--- config.mk ---
export PLATFORM = sky130hd
export DESIGN_NAME = mc_ctrl_gen2_flat
export DESIGN_NICKNAME = d
export VERILOG_FILES = /design/src/rtl/mc_ctrl_gen2_pkg.sv /design/src/rtl/mc_ctrl_gen2_if.sv /design/src/rtl/mc_ctrl_gen2_condcheck.sv /design/src/rtl/mc_ctrl_gen2.sv /design/src/flat_wrapper.sv
export SDC_FILE = /design/constraint.sdc
export NUM_CORES = 1
export LEC_CHECK = 0
export CORE_MARGIN = 2
export CORE_UTILIZATION = 39
export CTS_BUF_LIST = sky130_fd_sc_hd__clkbuf_8
export DETAILED_ROUTE_END_ITERATION = 6
export GPL_TIMING_DRIVEN = 0
export PLACE_DENSITY = 0.8
export SLEW_MARGIN = 15
export SYNTH_ARGS = -nofsm -noshare
export SYNTH_HDL_FRONTEND = slang
export SYNTH_SLANG_ARGS = --single-unit
--- constraint.sdc ---
create_clock -name clk -period 1.7 [get_ports clk]
set_clock_uncertainty 0.15 [all_clocks]
set_input_delay 0.34 -clock clk [delete_from_list [all_inputs] [get_ports clk]]
set_output_delay 0.34 -clock clk [all_outputs]
set_load 0.005 [all_outputs]
--- src/rtl/mc_ctrl_gen2_pkg.sv ---
// ----------------------------------------------------------------------------
// mc_ctrl_gen2_pkg
// Shared definitions for the multicycle controller: FSM state encoding,
// instruction field layout, data-processing command codes, ALUControl codes,
// and the select encodings for ALUSrcA / ALUSrcB / ResultSrc.
// ----------------------------------------------------------------------------
package mc_ctrl_gen2_pkg;

    // FSM states
    typedef enum logic [3:0] {
        S_FETCH  = 4'd0,
        S_DECODE = 4'd1,
        S_EXECR  = 4'd2,
        S_EXECI  = 4'd3,
        S_ALUWB  = 4'd4,
        S_MEMADR = 4'd5,
        S_MEMRD  = 4'd6,
        S_MEMWB  = 4'd7,
        S_MEMWR  = 4'd8,
        S_BRANCH = 4'd9,
        S_TRAP   = 4'd10
    } state_t;

    // Instruction bits [31:12] as presented on the Instr port
    typedef struct packed {
        logic [3:0] cond;   // [31:28]
        logic [1:0] op;     // [27:26]
        logic [5:0] funct;  // [25:20]  I, cmd[3:0], S (or L for memory ops)
        logic [3:0] rn;     // [19:16]
        logic [3:0] rd;     // [15:12]
    } instr_t;

    // Op field
    localparam logic [1:0] OP_DP  = 2'b00;
    localparam logic [1:0] OP_MEM = 2'b01;
    localparam logic [1:0] OP_BR  = 2'b10;

    // Condition codes with special meaning
    localparam logic [3:0] COND_AL = 4'b1110;
    localparam logic [3:0] COND_NV = 4'b1111;

    // Data-processing commands (Funct[4:1])
    localparam logic [3:0] CMD_AND = 4'b0000;
    localparam logic [3:0] CMD_EOR = 4'b0001;
    localparam logic [3:0] CMD_SUB = 4'b0010;
    localparam logic [3:0] CMD_ADD = 4'b0100;
    localparam logic [3:0] CMD_TST = 4'b1000;
    localparam logic [3:0] CMD_CMP = 4'b1010;
    localparam logic [3:0] CMD_ORR = 4'b1100;
    localparam logic [3:0] CMD_MOV = 4'b1101;

    // ALUControl codes (low three bits; wider ALUControl is zero-extended)
    localparam logic [2:0] ALU_ADD = 3'b000;
    localparam logic [2:0] ALU_SUB = 3'b001;
    localparam logic [2:0] ALU_AND = 3'b010;
    localparam logic [2:0] ALU_ORR = 3'b011;
    localparam logic [2:0] ALU_EOR = 3'b100;
    localparam logic [2:0] ALU_MOV = 3'b101;

    // ALUSrcA selects
    localparam logic [1:0] SRCA_REG    = 2'b00;
    localparam logic [1:0] SRCA_PC     = 2'b01;
    localparam logic [1:0] SRCA_ALUOUT = 2'b10;

    // ALUSrcB selects
    localparam logic [1:0] SRCB_REG  = 2'b00;
    localparam logic [1:0] SRCB_IMM  = 2'b01;
    localparam logic [1:0] SRCB_FOUR = 2'b10;

    // ResultSrc selects
    localparam logic [1:0] RES_ALUOUT = 2'b00;
    localparam logic [1:0] RES_MEM    = 2'b01;
    localparam logic [1:0] RES_ALU    = 2'b10;

    // Result of decoding a data-processing command
    typedef struct packed {
        logic       valid;
        logic [2:0] alu;
    } cmd_dec_t;

    function automatic cmd_dec_t cmd_decode(input logic [3:0] cmd);
        cmd_dec_t d;
        d.valid = 1'b1;
        d.alu   = ALU_ADD;
        case (cmd)
            CMD_AND: d.alu = ALU_AND;
            CMD_EOR: d.alu = ALU_EOR;
            CMD_SUB: d.alu = ALU_SUB;
            CMD_ADD: d.alu = ALU_ADD;
            CMD_TST: d.alu = ALU_AND;
            CMD_CMP: d.alu = ALU_SUB;
            CMD_ORR: d.alu = ALU_ORR;
            CMD_MOV: d.alu = ALU_MOV;
            default: d.valid = 1'b0;
        endcase
        return d;
    endfunction

endpackage

--- src/rtl/mc_ctrl_gen2_if.sv ---
// ----------------------------------------------------------------------------
// mc_ctrl_gen2_if
// Controller <-> datapath/memory bundle.
//   master : the controller (reads Instr/ALUFlags/MemReady, drives controls)
//   slave  : the datapath / memory side
// Signals:
//   Instr[19:0]   instruction bits [31:12]
//   ALUFlags[3:0] {N,Z,C,V} from the ALU
//   MemReady      memory has completed the current access
//   MemReq        memory access request
//   PCWrite, MemWrite, RegWrite, IRWrite, AdrSrc   enables and address select
//   RegSrc, ImmSrc, ALUSrcA, ALUSrcB, ResultSrc    2-bit datapath selects
//   ALUControl    ALU operation, ALUCTRL_W bits (ALUCTRL_W >= 3)
//   Undef         sticky undefined-instruction trap
// ----------------------------------------------------------------------------
interface mc_ctrl_gen2_if #(
    parameter int ALUCTRL_W = 3
);
    logic [19:0]          Instr;
    logic [3:0]           ALUFlags;
    logic                 MemReady;
    logic                 MemReq;
    logic                 PCWrite;
    logic                 MemWrite;
    logic                 RegWrite;
    logic                 IRWrite;
    logic                 AdrSrc;
    logic [1:0]           RegSrc;
    logic [1:0]           ImmSrc;
    logic [1:0]           ALUSrcA;
    logic [1:0]           ALUSrcB;
    logic [1:0]           ResultSrc;
    logic [ALUCTRL_W-1:0] ALUControl;
    logic                 Undef;

    modport master (
        input  Instr, ALUFlags, MemReady,
        output MemReq, PCWrite, MemWrite, RegWrite, IRWrite, AdrSrc,
               RegSrc, ImmSrc, ALUSrcA, ALUSrcB, ResultSrc, ALUControl, Undef
    );

    modport slave (
        output Instr, ALUFlags, MemReady,
        input  MemReq, PCWrite, MemWrite, RegWrite, IRWrite, AdrSrc,
               RegSrc, ImmSrc, ALUSrcA, ALUSrcB, ResultSrc, ALUControl, Undef
    );
endinterface

--- src/rtl/mc_ctrl_gen2_condcheck.sv ---
// ----------------------------------------------------------------------------
// mc_condcheck
// Combinational condition evaluation.
//   cond[3:0]   instruction condition field
//   flags[3:0]  stored {N,Z,C,V}
//   cond_ex     condition passes
//   cond_undef  condition field is the reserved 1111 encoding
// ----------------------------------------------------------------------------
import mc_ctrl_gen2_pkg::*;

module mc_condcheck (
    input  logic [3:0] cond,
    input  logic [3:0] flags,
    output logic       cond_ex,
    output logic       cond_undef
);
    logic n, z, c, v, ge;

    assign {n, z, c, v} = flags;
    assign ge           = (n == v);
    assign cond_undef   = (cond == COND_NV);

    always_comb begin
        cond_ex = 1'b0;
        case (cond)
            4'b0000: cond_ex = z;
            4'b0001: cond_ex = ~z;
            4'b0010: cond_ex = c;
            4'b0011: cond_ex = ~c;
            4'b0100: cond_ex = n;
            4'b0101: cond_ex = ~n;
            4'b0110: cond_ex = v;
            4'b0111: cond_ex = ~v;
            4'b1000: cond_ex = c & ~z;
            4'b1001: cond_ex = ~c | z;
            4'b1010: cond_ex = ge;
            4'b1011: cond_ex = ~ge;
            4'b1100: cond_ex = ~z & ge;
            4'b1101: cond_ex = z | ~ge;
            COND_AL: cond_ex = 1'b1;
            default: cond_ex = 1'b0;   // NV never executes; it traps instead
        endcase
    end
endmodule

--- src/rtl/mc_ctrl_gen2.sv ---
// ----------------------------------------------------------------------------
// mc_ctrl_gen2
// Multicycle ARM-subset main controller with memory handshake and an
// undefined-instruction trap.
// Ports:
//   clk     clock, rising edge
//   reset   asynchronous, active-low
//   bus     mc_ctrl_gen2_if.master (instruction/flags/MemReady in, controls out)
// Parameters:
//   ALUCTRL_W  ALUControl width (>= 3); upper bits are always 0
//   MEM_HS     1: FETCH/MEMRD/MEMWR wait for MemReady; 0: MemReady taken as 1
// ----------------------------------------------------------------------------
import mc_ctrl_gen2_pkg::*;

module mc_ctrl_gen2 #(
    parameter int ALUCTRL_W = 3,
    parameter int MEM_HS    = 1
) (
    input  logic               clk,
    input  logic               reset,
    mc_ctrl_gen2_if.master     bus
);
    state_t     state, next_state;
    instr_t     instr;
    cmd_dec_t   dp;
    logic [3:0] flags;
    logic       undef;
    logic       mem_ready;
    logic       cond_ex, cond_undef;
    logic       is_test, is_cmp, is_arith, s_bit, rd_pc;
    logic       nz_load, cv_load;

    // Datapath-facing outputs, built in the output process
    logic       mem_req, pc_write, mem_write, reg_write, ir_write, adr_src;
    logic [1:0] alu_src_a, alu_src_b, result_src, reg_src;
    logic [2:0] alu_ctrl;

    assign instr     = instr_t'(bus.Instr);
    assign mem_ready = (MEM_HS != 0) ? bus.MemReady : 1'b1;

    assign dp       = cmd_decode(instr.funct[4:1]);
    assign s_bit    = instr.funct[0];
    assign is_cmp   = (instr.funct[4:1] == CMD_CMP);
    assign is_test  = (instr.funct[4:1] == CMD_TST) || is_cmp;
    assign is_arith = (instr.funct[4:1] == CMD_ADD) || (instr.funct[4:1] == CMD_SUB) || is_cmp;
    assign rd_pc    = (instr.rd == 4'd15);

    // Logical ops only touch N/Z; C/V come from the adder, so they load only
    // for flag-setting arithmetic.
    assign nz_load = s_bit || is_test;
    assign cv_load = (s_bit || is_cmp) && is_arith;

    mc_condcheck u_condcheck (
        .cond       (instr.cond),
        .flags      (flags),
        .cond_ex    (cond_ex),
        .cond_undef (cond_undef)
    );

    // ------------------------------------------------------------------
    // State register
    // ------------------------------------------------------------------
    // NOTE: sequential state uses non-blocking assignment so every register
    // samples the pre-edge values regardless of process ordering.
    always_ff @(posedge clk or negedge reset) begin
        if (!reset) state <= S_FETCH;
        else        state <= next_state;
    end

    // Stored flags change only at the end of an EXEC cycle
    always_ff @(posedge clk or negedge reset) begin
        if (!reset) begin
            flags <= 4'b0000;
        end else if (state == S_EXECR || state == S_EXECI) begin
            if (nz_load) flags[3:2] <= bus.ALUFlags[3:2];
            if (cv_load) flags[1:0] <= bus.ALUFlags[1:0];
        end
    end

    // Sticky trap indicator: set on the edge that enters TRAP, so it is high
    // for every cycle spent in TRAP and cleared only by reset.
    always_ff @(posedge clk or negedge reset) begin
        if (!reset)                    undef <= 1'b0;
        else if (next_state == S_TRAP) undef <= 1'b1;
    end

    // ------------------------------------------------------------------
    // Next-state logic
    // ------------------------------------------------------------------
    // NOTE: every variable written in a combinational block gets a default
    // first, so no path leaves it unassigned and no latch is inferred.
    always_comb begin
        next_state = state;
        case (state)
            S_FETCH:  if (mem_ready) next_state = S_DECODE;
            S_DECODE: begin
                if (cond_undef)    next_state = S_TRAP;
                else if (!cond_ex) next_state = S_FETCH;
                else begin
                    case (instr.op)
                        OP_DP:   next_state = !dp.valid       ? S_TRAP  :
                                              instr.funct[5]  ? S_EXECI : S_EXECR;
                        OP_MEM:  next_state = S_MEMADR;
                        OP_BR:   next_state = S_BRANCH;
                        default: next_state = S_TRAP;
                    endcase
                end
            end
            S_EXECR,
            S_EXECI:  next_state = is_test ? S_FETCH : S_ALUWB;
            S_ALUWB:  next_state = S_FETCH;
            S_MEMADR: next_state = instr.funct[0] ? S_MEMRD : S_MEMWR;
            S_MEMRD:  if (mem_ready) next_state = S_MEMWB;
            S_MEMWB:  next_state = S_FETCH;
            S_MEMWR:  if (mem_ready) next_state = S_FETCH;
            S_BRANCH: next_state = S_FETCH;
            S_TRAP:   next_state = S_TRAP;
            default:  next_state = S_FETCH;
        endcase
    end

    // ------------------------------------------------------------------
    // Output logic
    // ------------------------------------------------------------------
    always_comb begin
        mem_req    = 1'b0;
        pc_write   = 1'b0;
        mem_write  = 1'b0;
        reg_write  = 1'b0;
        ir_write   = 1'b0;
        adr_src    = 1'b0;
        alu_src_a  = SRCA_REG;
        alu_src_b  = SRCB_REG;
        result_src = RES_ALUOUT;
        alu_ctrl   = ALU_ADD;

        case (state)
            S_FETCH: begin
                mem_req    = 1'b1;
                alu_src_a  = SRCA_PC;
                alu_src_b  = SRCB_FOUR;
                result_src = RES_ALU;
                // IR and PC update once, on the cycle the fetch completes
                ir_write   = mem_ready;
                pc_write   = mem_ready;
            end
            S_DECODE: begin
                alu_src_a = SRCA_PC;     // PC+4 again -> PC+8
                alu_src_b = SRCB_FOUR;
            end
            S_EXECR: alu_ctrl = dp.alu;
            S_EXECI: begin
                alu_src_b = SRCB_IMM;
                alu_ctrl  = dp.alu;
            end
            S_ALUWB: begin
                result_src = RES_ALUOUT;
                pc_write   = rd_pc;
                reg_write  = !rd_pc;
            end
            S_MEMADR: alu_src_b = SRCB_IMM;
            S_MEMRD: begin
                mem_req = 1'b1;
                adr_src = 1'b1;
            end
            S_MEMWB: begin
                result_src = RES_MEM;
                pc_write   = rd_pc;
                reg_write  = !rd_pc;
            end
            S_MEMWR: begin
                mem_req   = 1'b1;
                adr_src   = 1'b1;
                mem_write = 1'b1;
            end
            S_BRANCH: begin
                alu_src_a  = SRCA_ALUOUT;
                alu_src_b  = SRCB_IMM;
                result_src = RES_ALU;
                pc_write   = 1'b1;
            end
            default: ;                   // TRAP: everything stays inactive
        endcase

        // Reset overrides the FETCH state's request so nothing reaches the
        // memory or register file while reset is held low.
        if (!reset) begin
            mem_req   = 1'b0;
            pc_write  = 1'b0;
            mem_write = 1'b0;
            reg_write = 1'b0;
            ir_write  = 1'b0;
        end
    end

    // Decode fields are a pure function of Op and hold in every state
    always_comb begin
        reg_src = 2'b00;
        case (instr.op)
            OP_MEM:  reg_src = 2'b10;
            OP_BR:   reg_src = 2'b01;
            default: reg_src = 2'b00;
        endcase
    end

    assign bus.MemReq     = mem_req;
    assign bus.PCWrite    = pc_write;
    assign bus.MemWrite   = mem_write;
    assign bus.RegWrite   = reg_write;
    assign bus.IRWrite    = ir_write;
    assign bus.AdrSrc     = adr_src;
    assign bus.RegSrc     = reg_src;
    assign bus.ImmSrc     = instr.op;
    assign bus.ALUSrcA    = alu_src_a;
    assign bus.ALUSrcB    = alu_src_b;
    assign bus.ResultSrc  = result_src;
    assign bus.ALUControl = ALUCTRL_W'(alu_ctrl);
    assign bus.Undef      = undef;

endmodule

--- src/flat_wrapper.sv ---
// flat-port wrapper written by rule: the top's interface ports become plain ports
module mc_ctrl_gen2_flat 
#(
    parameter int ALUCTRL_W = 3,
    parameter int MEM_HS    = 1
)
  (clk, reset, bus_Instr, bus_ALUFlags, bus_MemReady, bus_MemReq, bus_PCWrite, bus_MemWrite, bus_RegWrite, bus_IRWrite, bus_AdrSrc, bus_RegSrc, bus_ImmSrc, bus_ALUSrcA, bus_ALUSrcB, bus_ResultSrc, bus_ALUControl, bus_Undef);
  mc_ctrl_gen2_if #(.ALUCTRL_W(ALUCTRL_W)) bus_i ();
  input  logic clk;
  input  logic reset;
  input wire logic [$bits(bus_i.Instr)-1:0] bus_Instr;
  input wire logic [$bits(bus_i.ALUFlags)-1:0] bus_ALUFlags;
  input wire logic [$bits(bus_i.MemReady)-1:0] bus_MemReady;
  output wire logic [$bits(bus_i.MemReq)-1:0] bus_MemReq;
  output wire logic [$bits(bus_i.PCWrite)-1:0] bus_PCWrite;
  output wire logic [$bits(bus_i.MemWrite)-1:0] bus_MemWrite;
  output wire logic [$bits(bus_i.RegWrite)-1:0] bus_RegWrite;
  output wire logic [$bits(bus_i.IRWrite)-1:0] bus_IRWrite;
  output wire logic [$bits(bus_i.AdrSrc)-1:0] bus_AdrSrc;
  output wire logic [$bits(bus_i.RegSrc)-1:0] bus_RegSrc;
  output wire logic [$bits(bus_i.ImmSrc)-1:0] bus_ImmSrc;
  output wire logic [$bits(bus_i.ALUSrcA)-1:0] bus_ALUSrcA;
  output wire logic [$bits(bus_i.ALUSrcB)-1:0] bus_ALUSrcB;
  output wire logic [$bits(bus_i.ResultSrc)-1:0] bus_ResultSrc;
  output wire logic [$bits(bus_i.ALUControl)-1:0] bus_ALUControl;
  output wire logic [$bits(bus_i.Undef)-1:0] bus_Undef;
  assign bus_i.Instr = bus_Instr;
  assign bus_i.ALUFlags = bus_ALUFlags;
  assign bus_i.MemReady = bus_MemReady;
  assign bus_MemReq = bus_i.MemReq;
  assign bus_PCWrite = bus_i.PCWrite;
  assign bus_MemWrite = bus_i.MemWrite;
  assign bus_RegWrite = bus_i.RegWrite;
  assign bus_IRWrite = bus_i.IRWrite;
  assign bus_AdrSrc = bus_i.AdrSrc;
  assign bus_RegSrc = bus_i.RegSrc;
  assign bus_ImmSrc = bus_i.ImmSrc;
  assign bus_ALUSrcA = bus_i.ALUSrcA;
  assign bus_ALUSrcB = bus_i.ALUSrcB;
  assign bus_ResultSrc = bus_i.ResultSrc;
  assign bus_ALUControl = bus_i.ALUControl;
  assign bus_Undef = bus_i.Undef;
  mc_ctrl_gen2 #(.ALUCTRL_W(ALUCTRL_W), .MEM_HS(MEM_HS)) u_core (.clk(clk), .reset(reset), .bus(bus_i));
endmodule
==> out/qor.yml <==
drive_gt1_share_pct: 50.5
violations: "negative setup slack"
relSlewSlack_pct: 68.3
clk_latency_ns: 0.24
crit_arrival_ns: 2.09
start_util_pct: 40.1
ys.flop_type: "dfrtp_1"
p_per_area_nw_per_um2: 1450
vias_per_cell: 5.86
grt-ovfl-total: 0
cp-end-kind: "flip-flop"
gp_congestion: 0.831
die_x_um: 56.8
drv_cap: 0
fillers: 175
vias: 1400
wl_per_cell_um: 18.1
die_area_um2: 3230
routed_wl_um: 4340
drc: 0
ir_drop_uv: 901
syn_inst: 139
hold_viol_final: 0
ant_nets: 0
io_pins: 47
path_max_fanout: 4
rsz0062_at_grt: "true"
cts_tree: "yes"
crit_path_top_delay_cell: "dfrtp_1"
syn_nets: 171
clkSinkCount: 9
clkTransAtPathRegs_ns: 0.05
cts_root_buffer: "clkbuf_8"
synth_area_um2: 1090
final_common_cell: "buf_4"
hold_class: "reg -> reg"
clock_path_buffers: 2
ys.warnings.count: 0
fin_cells: 239
layout_common_cells: "buf_4 (21), buf_2 (17), buf_6 (10), clkdlybuf4s50_1 (10)"
setup_viol: 23
die_h_um: 56.8
portBuffers: 39
rrSetupSlack_ns: -0.42
globalRouteTotalUtil_pct: 25.3
ys_seq_area_share_pct: 20.7
placed_cell_area_um2: 1530
htree_levels: 1
fin_ws_ns: -0.417
synth-edff-count: 0
fin_nets: 241
placed_cells: 209
start_kind: "flip-flop"
slowest_delay_ns: 0.41
worstSetupPathType: "reg -> reg"
cts-buffers-inserted: 3
syn_to_final_growth_pct: 86.1
synth_seq_cells: 9
async_reset_ff_share_pct: 100
post-route-period-util_pct: 125
core_area_um2: 2710
synth.distinct_cells: 55
fin_area_um2: 2020
leakagePower_uw: 0.000961
fmax_ghz: 0.472
cp_cell_sequence: "buf_4, mux2i_1, o21ai_0, o31a_1, o41ai_2, a31o_1, o311ai_4, a31o_1"
row_count: 19
hpwl_um: 2340
preCtsSetupSlack_ns: -0.967
grt_max_degree: 11
antenna_cells: 0
max_slew.worst_pin.slew_ns: 0.472
finalMaxSlewViolations: 0
cp.buffers_inverters: 1
cp_top_family: "compound AO/OA/AOI/OAI gates"
synth_area_per_cell_um2: 7.82
drt_pre_antenna_iters: 4
antenna_found_initial: 0
fin_crit_ns: 2.12
dr.first_iter.drc_count: 96
crit_top_cell: "a31o_1"
cp_data_required_time_ns: 1.67
grt_pass1_vias: 1367
status: "finished, violations left"
fin_total_pwr_uw: 2940
grt_pass1_wl_um: 6490
[cell families (layout without fill, tap and decap cells)]
group / after synthesis / in the layout / synth area share, %
AOI/OAI and AO/OA: 34 / 34 / 21.5
xor gates and xnor gates: 4 / 4 / 3.22
adders and majority gates: 5 / 5 / 5.75
buffers and inverters: 21 / 90 / 9.32
DFF: 9 / 9 / 20.7
muxes: 6 / 6 / 6.79
and+or+nand+nor: 60 / 60 / 32.7
[through the flow]
step	hold WS (ns)	TNS [ns]	utilization [%]
CTS	0.331	-5.25	68.9
global placement	0.319	-12.94	56.6
global route	0.351	-7.03	74.7
detailed placement	0.316	-13.69	56.6
finish	0.325	-5.87	74.7
floorplan	-0.106	-0.552	-
[synth_stat cells, drive strengths merged (2+ instances only)]
cell    instances  share of area [%]
o22ai           2                1.2
inv            11                3.8
nor2b           6                3.5
nor2           14                4.8
or3             3                2.2
a21o            2                1.4
dfrtp           9                 21
o21ai           6                2.8
nand2           8                2.8
a31o            3                2.4
nor3            7                4.7
nand2b          3                1.7
buf             9                5.2
a21oi           9                4.1
nor4            5                3.5
nand3           2               0.92
and3            3                2.2
mux2            5                5.9
xor2            3                2.4
a31oi           2                1.2
ha              5                5.8
[power by group]
| group | internal (uW) | switching, uW | total, uW |
|---|---|---|---|
| logic | 1180 | 1040 | 2220 |
| registers | 305 | 162 | 467 |
| clock network | 158 | 90.6 | 248 |
| total | 1640 | 1300 | 2940 |
[timing repair]
action	4_1_cts	5_1_grt
hold buffers	1	0
hold endpoints to repair	9	0
setup buffers	20	6
gates resized for setup	116	35
setup endpoints to repair	28	25
pin swaps	22	9
cloned	0	0
[flip-flops by register name (all words and copies together) (netlist names)]
signal,flops
u_core.bus.Undef,1
u_core.flags,4
u_core.state,4
[final timing paths]
check                                              from                      endpoint  cells past startpoint
min in group asynchronous                         reset     u_core.state[3]$_DFF_PN0_                      2
hold reg to reg            u_core.bus.Undef$_DFFE_PN0N_  u_core.bus.Undef$_DFFE_PN0N_                      1
max in group asynchronous                         reset     u_core.state[0]$_DFF_PN0_                      2
setup / recovery            u_core.flags[3]$_DFFE_PN0P_  u_core.bus.Undef$_DFFE_PN0N_                      8
hold / removal             u_core.bus.Undef$_DFFE_PN0N_  u_core.bus.Undef$_DFFE_PN0N_                      1
setup reg to reg            u_core.flags[3]$_DFFE_PN0P_  u_core.bus.Undef$_DFFE_PN0N_                      8
[final cells by class]
class / count / area (um^2) / area share (%)
Buffer: 9 / 85.1 / 4.21
Timing Repair Buffer: 66 / 578 / 28.6
Clock buffer: 3 / 41.3 / 2.04
Tap cell: 31 / 38.8 / 1.92
Inverter: 11 / 41.3 / 2.04
Clock inverter: 1 / 3.75 / 0.186
Multi-Input combinational cell: 109 / 1010 / 49.8
Sequential cell: 9 / 228 / 11.3
[routing by layer]
| layer | part of all wire (%) | track usage [%] | vias up |
|---|---|---|---|
| met5 | 0 | 0 | - |
| met4 | 1.4 | 2.66 | 0 |
| li1 | - | - | 638 |
| met1 | 43 | 31.5 | 692 |
| met3 | 6.1 | 6.45 | 10 |
| met2 | 50 | 45.2 | 60 |
(Power assumes the default switching activity.)
==> RTL edit 1 (same flow settings) <==
Reset style: synchronous (`reset`), changed in 3 clocked blocks. Comments in the files are not updated.
--- a/src/rtl/mc_ctrl_gen2.sv
+++ b/src/rtl/mc_ctrl_gen2.sv
@@ -62,13 +62,13 @@
     // ------------------------------------------------------------------
     // NOTE: sequential state uses non-blocking assignment so every register
     // samples the pre-edge values regardless of process ordering.
-    always_ff @(posedge clk or negedge reset) begin
+    always_ff @(posedge clk) begin
         if (!reset) state <= S_FETCH;
         else        state <= next_state;
     end
 
     // Stored flags change only at the end of an EXEC cycle
-    always_ff @(posedge clk or negedge reset) begin
+    always_ff @(posedge clk) begin
         if (!reset) begin
             flags <= 4'b0000;
         end else if (state == S_EXECR || state == S_EXECI) begin
@@ -79,7 +79,7 @@
 
     // Sticky trap indicator: set on the edge that enters TRAP, so it is high
     // for every cycle spent in TRAP and cleared only by reset.
-    always_ff @(posedge clk or negedge reset) begin
+    always_ff @(posedge clk) begin
         if (!reset)                    undef <= 1'b0;
         else if (next_state == S_TRAP) undef <= 1'b1;
     end
Formal check against the unedited RTL: differs if reset is asserted again (counterexample within 4 cycles, from zero or initial values and one cycle with reset low); with reset held inactive, the same outputs for 10 cycles.
==> RTL edit 1 against the original RTL <==
- the run still ends with setup timing left
- hold slack gained 0.0046 ns
- sequential cell count is the same
- cell area grew 4.5%
- maximum frequency grew 2.8%
- worst setup slack gained 0.057 ns
- largest cell class unchanged
- synthesized cell count grew 9.4%
- wire length grew 13%
- critical endpoint is now bus_PCWrite
- synthesized area grew 2.6%
- die area grew 2.5%
Power is left out: it rests on default switching activity, and per cell area and clock period it moved more than threefold.
==> RTL edit 1: results (changes against the original RTL) <==
Netlist cell types=47 (-15%); Largest stage delay, worst path=0.37 ns (-0.04 ns); failing checks=setup timing; R2R setup slack=-0.20 ns (+0.22 ns); wire per inst=19.4 µm (+6.7%); RR Endpoint=u_core.bus.Undef$_SDFFE_PN0N_; CP startpoint=u_core.state[2]$_SDFF_PN0_; Post-synth top cells=13 x nor2b_1, 12 x nor2_1, 11 x a21oi_1; Crit Path Max Fanout=5 (+1); Synth area leaders=dfxtp_1 16%, nor2b_1 7.3%, mux2i_1 6.3%; Worst Tran Pin Value=0.493 ns (+0.0218 ns); gpl congestion=0.907 (+9.2%); total number of vias=1555 (+11%); register area share after synthesis=16.1% (-4.6 points); count leader, synth=nor2b_1; status=finished with violations; HP Start=u_core.bus.Undef$_SDFFE_PN0N_; Async S/R FF share, synth=0% (-100 points); layout cells sized above 1=51.8% (+1.3 points); vias in the first global route=1394 (+2.0%); slowest stage cell, crit path=dfxtp_4; net count after synthesis=184 (+7.6%); Min-Delay Endpoint=u_core.bus.Undef$_SDFFE_PN0N_; Cells after DPL=222 (+6.2%); Placement Setup Slack=-0.808 ns (+0.159 ns); CP top delay family=simple AND/OR/NAND/NOR gates; first-pass GRT wire length=6290 µm (-3.0%); setup ws final=-0.360 ns (+0.0571 ns); Reg2Reg Launch Point=u_core.state[0]$_SDFF_PN0_; reg2reg path depth=6 (-2); Nets=255 (+5.8%); Final setup viols=22 (-4.3%)
RTL edit 1: cell families (layout without fill, tap and decap cells):
logic type	after synthesis	after routing	synth area share, %
flip-flops	9	9	16.1
multiplexers	7	7	6.28
adder cells (fa/ha/maj)	5	5	5.61
AO/OA/AOI/OAI	40	40	24.2
buffers and inverters	16	86	6.95
AND/OR/NAND/NOR	68	68	35.3
XOR/XNOR	7	7	5.49
RTL edit 1: worst register-to-register path, stage by stage (launching register included):
cell and delay [ns]:
dfxtp_4 0.35, buf_4 0.14, nor2b_1 0.18, a31oi_1 0.26, o21ai_0 0.20, o211a_1 0.28
a32o_1 0.22
RTL edit 1: area by class of cell:
| cell class | count | area, µm² | area share, % |
|---|---|---|---|
| flip-flops and latches | 9 | 205 | 9.70 |
| clock inverters | 1 | 3.75 | 0.178 |
| inverters | 4 | 15.0 | 0.710 |
| well taps | 31 | 38.8 | 1.83 |
| multi-input cells | 127 | 1140 | 54.0 |
| clock buffers | 3 | 41.3 | 1.95 |
| repair buffers | 67 | 542 | 25.6 |
| plain buffers | 11 | 126 | 5.98 |
RTL edit 1: metrics by stage:
stage / area, µm² / setup TNS [ns]
after detailed placement: 1550 / -13.15
after floorplan: 1120 / -0.114
final: 2110 / -3.03
after global placement: 1550 / -12.13
after global routing: 2110 / -4.05
after CTS: 1910 / -1.44
RTL edit 1: layer usage:
metal  wire, µm  track usage, %  vias up
li1           -               -      691
met1       1890            28.4      726
met2       2400            42.5      105
met3        320            2.27       33
met4        289            14.0        0
met5          0               0        -
RTL edit 1: repair_timing:
| item | CTS | global route |
|---|---|---|
| pin swaps | 21 | 19 |
| setup buffers | 17 | 9 |
| resized for setup | 147 | 38 |
| endpoints found under the setup margin | 26 | 21 |
| gates cloned | 2 | 0 |
==> RTL edit 2 (config.mk and constraints unchanged) <==
Without the edit above. `ALUCTRL_W` is set to 3 in 3 places; all go to 6. Comments in the files are not updated.
--- a/src/rtl/mc_ctrl_gen2_if.sv
+++ b/src/rtl/mc_ctrl_gen2_if.sv
@@ -14,7 +14,7 @@
 //   Undef         sticky undefined-instruction trap
 // ----------------------------------------------------------------------------
 interface mc_ctrl_gen2_if #(
-    parameter int ALUCTRL_W = 3
+    parameter int ALUCTRL_W = 6
 );
     logic [19:0]          Instr;
     logic [3:0]           ALUFlags;
--- a/src/rtl/mc_ctrl_gen2.sv
+++ b/src/rtl/mc_ctrl_gen2.sv
@@ -13,7 +13,7 @@
 import mc_ctrl_gen2_pkg::*;
 
 module mc_ctrl_gen2 #(
-    parameter int ALUCTRL_W = 3,
+    parameter int ALUCTRL_W = 6,
     parameter int MEM_HS    = 1
 ) (
     input  logic               clk,
--- a/src/flat_wrapper.sv
+++ b/src/flat_wrapper.sv
@@ -1,7 +1,7 @@
 // flat-port wrapper written by rule: the top's interface ports become plain ports
 module mc_ctrl_gen2_flat 
 #(
-    parameter int ALUCTRL_W = 3,
+    parameter int ALUCTRL_W = 6,
     parameter int MEM_HS    = 1
 )
   (clk, reset, bus_Instr, bus_ALUFlags, bus_MemReady, bus_MemReq, bus_PCWrite, bus_MemWrite, bus_RegWrite, bus_IRWrite, bus_AdrSrc, bus_RegSrc, bus_ImmSrc, bus_ALUSrcA, bus_ALUSrcB, bus_ResultSrc, bus_ALUControl, bus_Undef);
Ports: changed (resized bus_ALUControl); port bits go from 47 to 50. No check against the original RTL was run, so the function may have changed too.
==> RTL edit 2 against the original RTL <==
- the flow still finishes with violations (setup timing)
- synthesized area up 2.4%
- largest power group unchanged
- sequential share of layout area is 0.16 points higher
- total power grew 0.23%
- non-clock buffer count is 2 higher
- worst setup slack better by 0.025 ns
- combinational power is 2% higher
- highest routed layer unchanged
- sequential cell count did not move
- critical path type unchanged
- wire length rose by 2.5%
- largest cell class unchanged
- cell area down 1.9%
==> RTL edit 2: results (changes against the original RTL) <==
status=finished with violations; failing checks=setup timing; Critical Path AT=2.07 ns (-0.02 ns); dpl hpwl=2510 µm (+7.4%); Cells after DPL=215 (+2.9%); met1 GRT Util=27.7% (-3.8 points); wire per inst=18.2 µm (+0.44%); Post-Route M1 WL=1770 µm (-4.1%); first-pass GRT wire length=6290 µm (-3.0%); post-synthesis xor/xnor area fraction=3.15% (-0.076 points); pwr dens=1480 nW/µm² (+2.2%); met2 routed WL=2280 µm (+5.4%); Final setup viols=23 (unchanged); Post-synth top cells=14 x nor2_1, 9 x a21oi_1, 9 x dfrtp_1, 9 x inv_1; Psw=1.28 mW (-1.4%); Netlist cell types=56 (+1.8%); Via density=5.82 (-0.58%); met3 global-route usage=5.90% (-0.56 points); postcts setup bufs=17 (-15%); setup ws final=-0.392 ns (+0.0249 ns); mux cell area share after synthesis=6.63% (-0.16 points); logic gate share of total power=77.0% (+1.4 points); Synth area leaders=dfrtp_1 20%, ha_1 5.6%, buf_4 5.4%; M2 GR Usage=45.5% (+0.27 points); post-route minimum period=2.09 ns (-0.0249 ns); Crit Path Max Fanout=3 (-1); layout cells sized above 1=50.2% (-0.25 points); register area share after synthesis=20.2% (-0.49 points); Post-Synth Adder-Cell Area=5.62% (-0.14 points)
RTL edit 2: cell types whose count changed after synthesis, sizes merged:
cell | unedited run | this run
conb | 0 | 1
buf | 9 | 12
RTL edit 2: final cells by class:
cell class                      instances  share of cell area, %
Tap cell                               31                   1.95
Buffer                                 11                   4.73
Clock buffer                            3                   2.08
Clock inverter                          1                  0.189
Timing Repair Buffer                   66                   28.7
Multi-Input combinational cell        112                   48.7
Inverter                               11                   2.21
Sequential cell                         9                   11.4
RTL edit 2: worst max path at each step:
stage	start	cells after the start	endpoint
floorplan	u_core.state[2]$_DFF_PN0_	5	u_core.flags[0]$_DFFE_PN0P_
global placement	reset	4	bus_RegWrite
detailed placement	reset	4	bus_RegWrite
CTS	u_core.flags[0]$_DFFE_PN0P_	9	u_core.bus.Undef$_DFFE_PN0N_
global route	u_core.flags[3]$_DFFE_PN0P_	9	u_core.bus.Undef$_DFFE_PN0N_
finish	u_core.flags[3]$_DFFE_PN0P_	9	u_core.bus.Undef$_DFFE_PN0N_
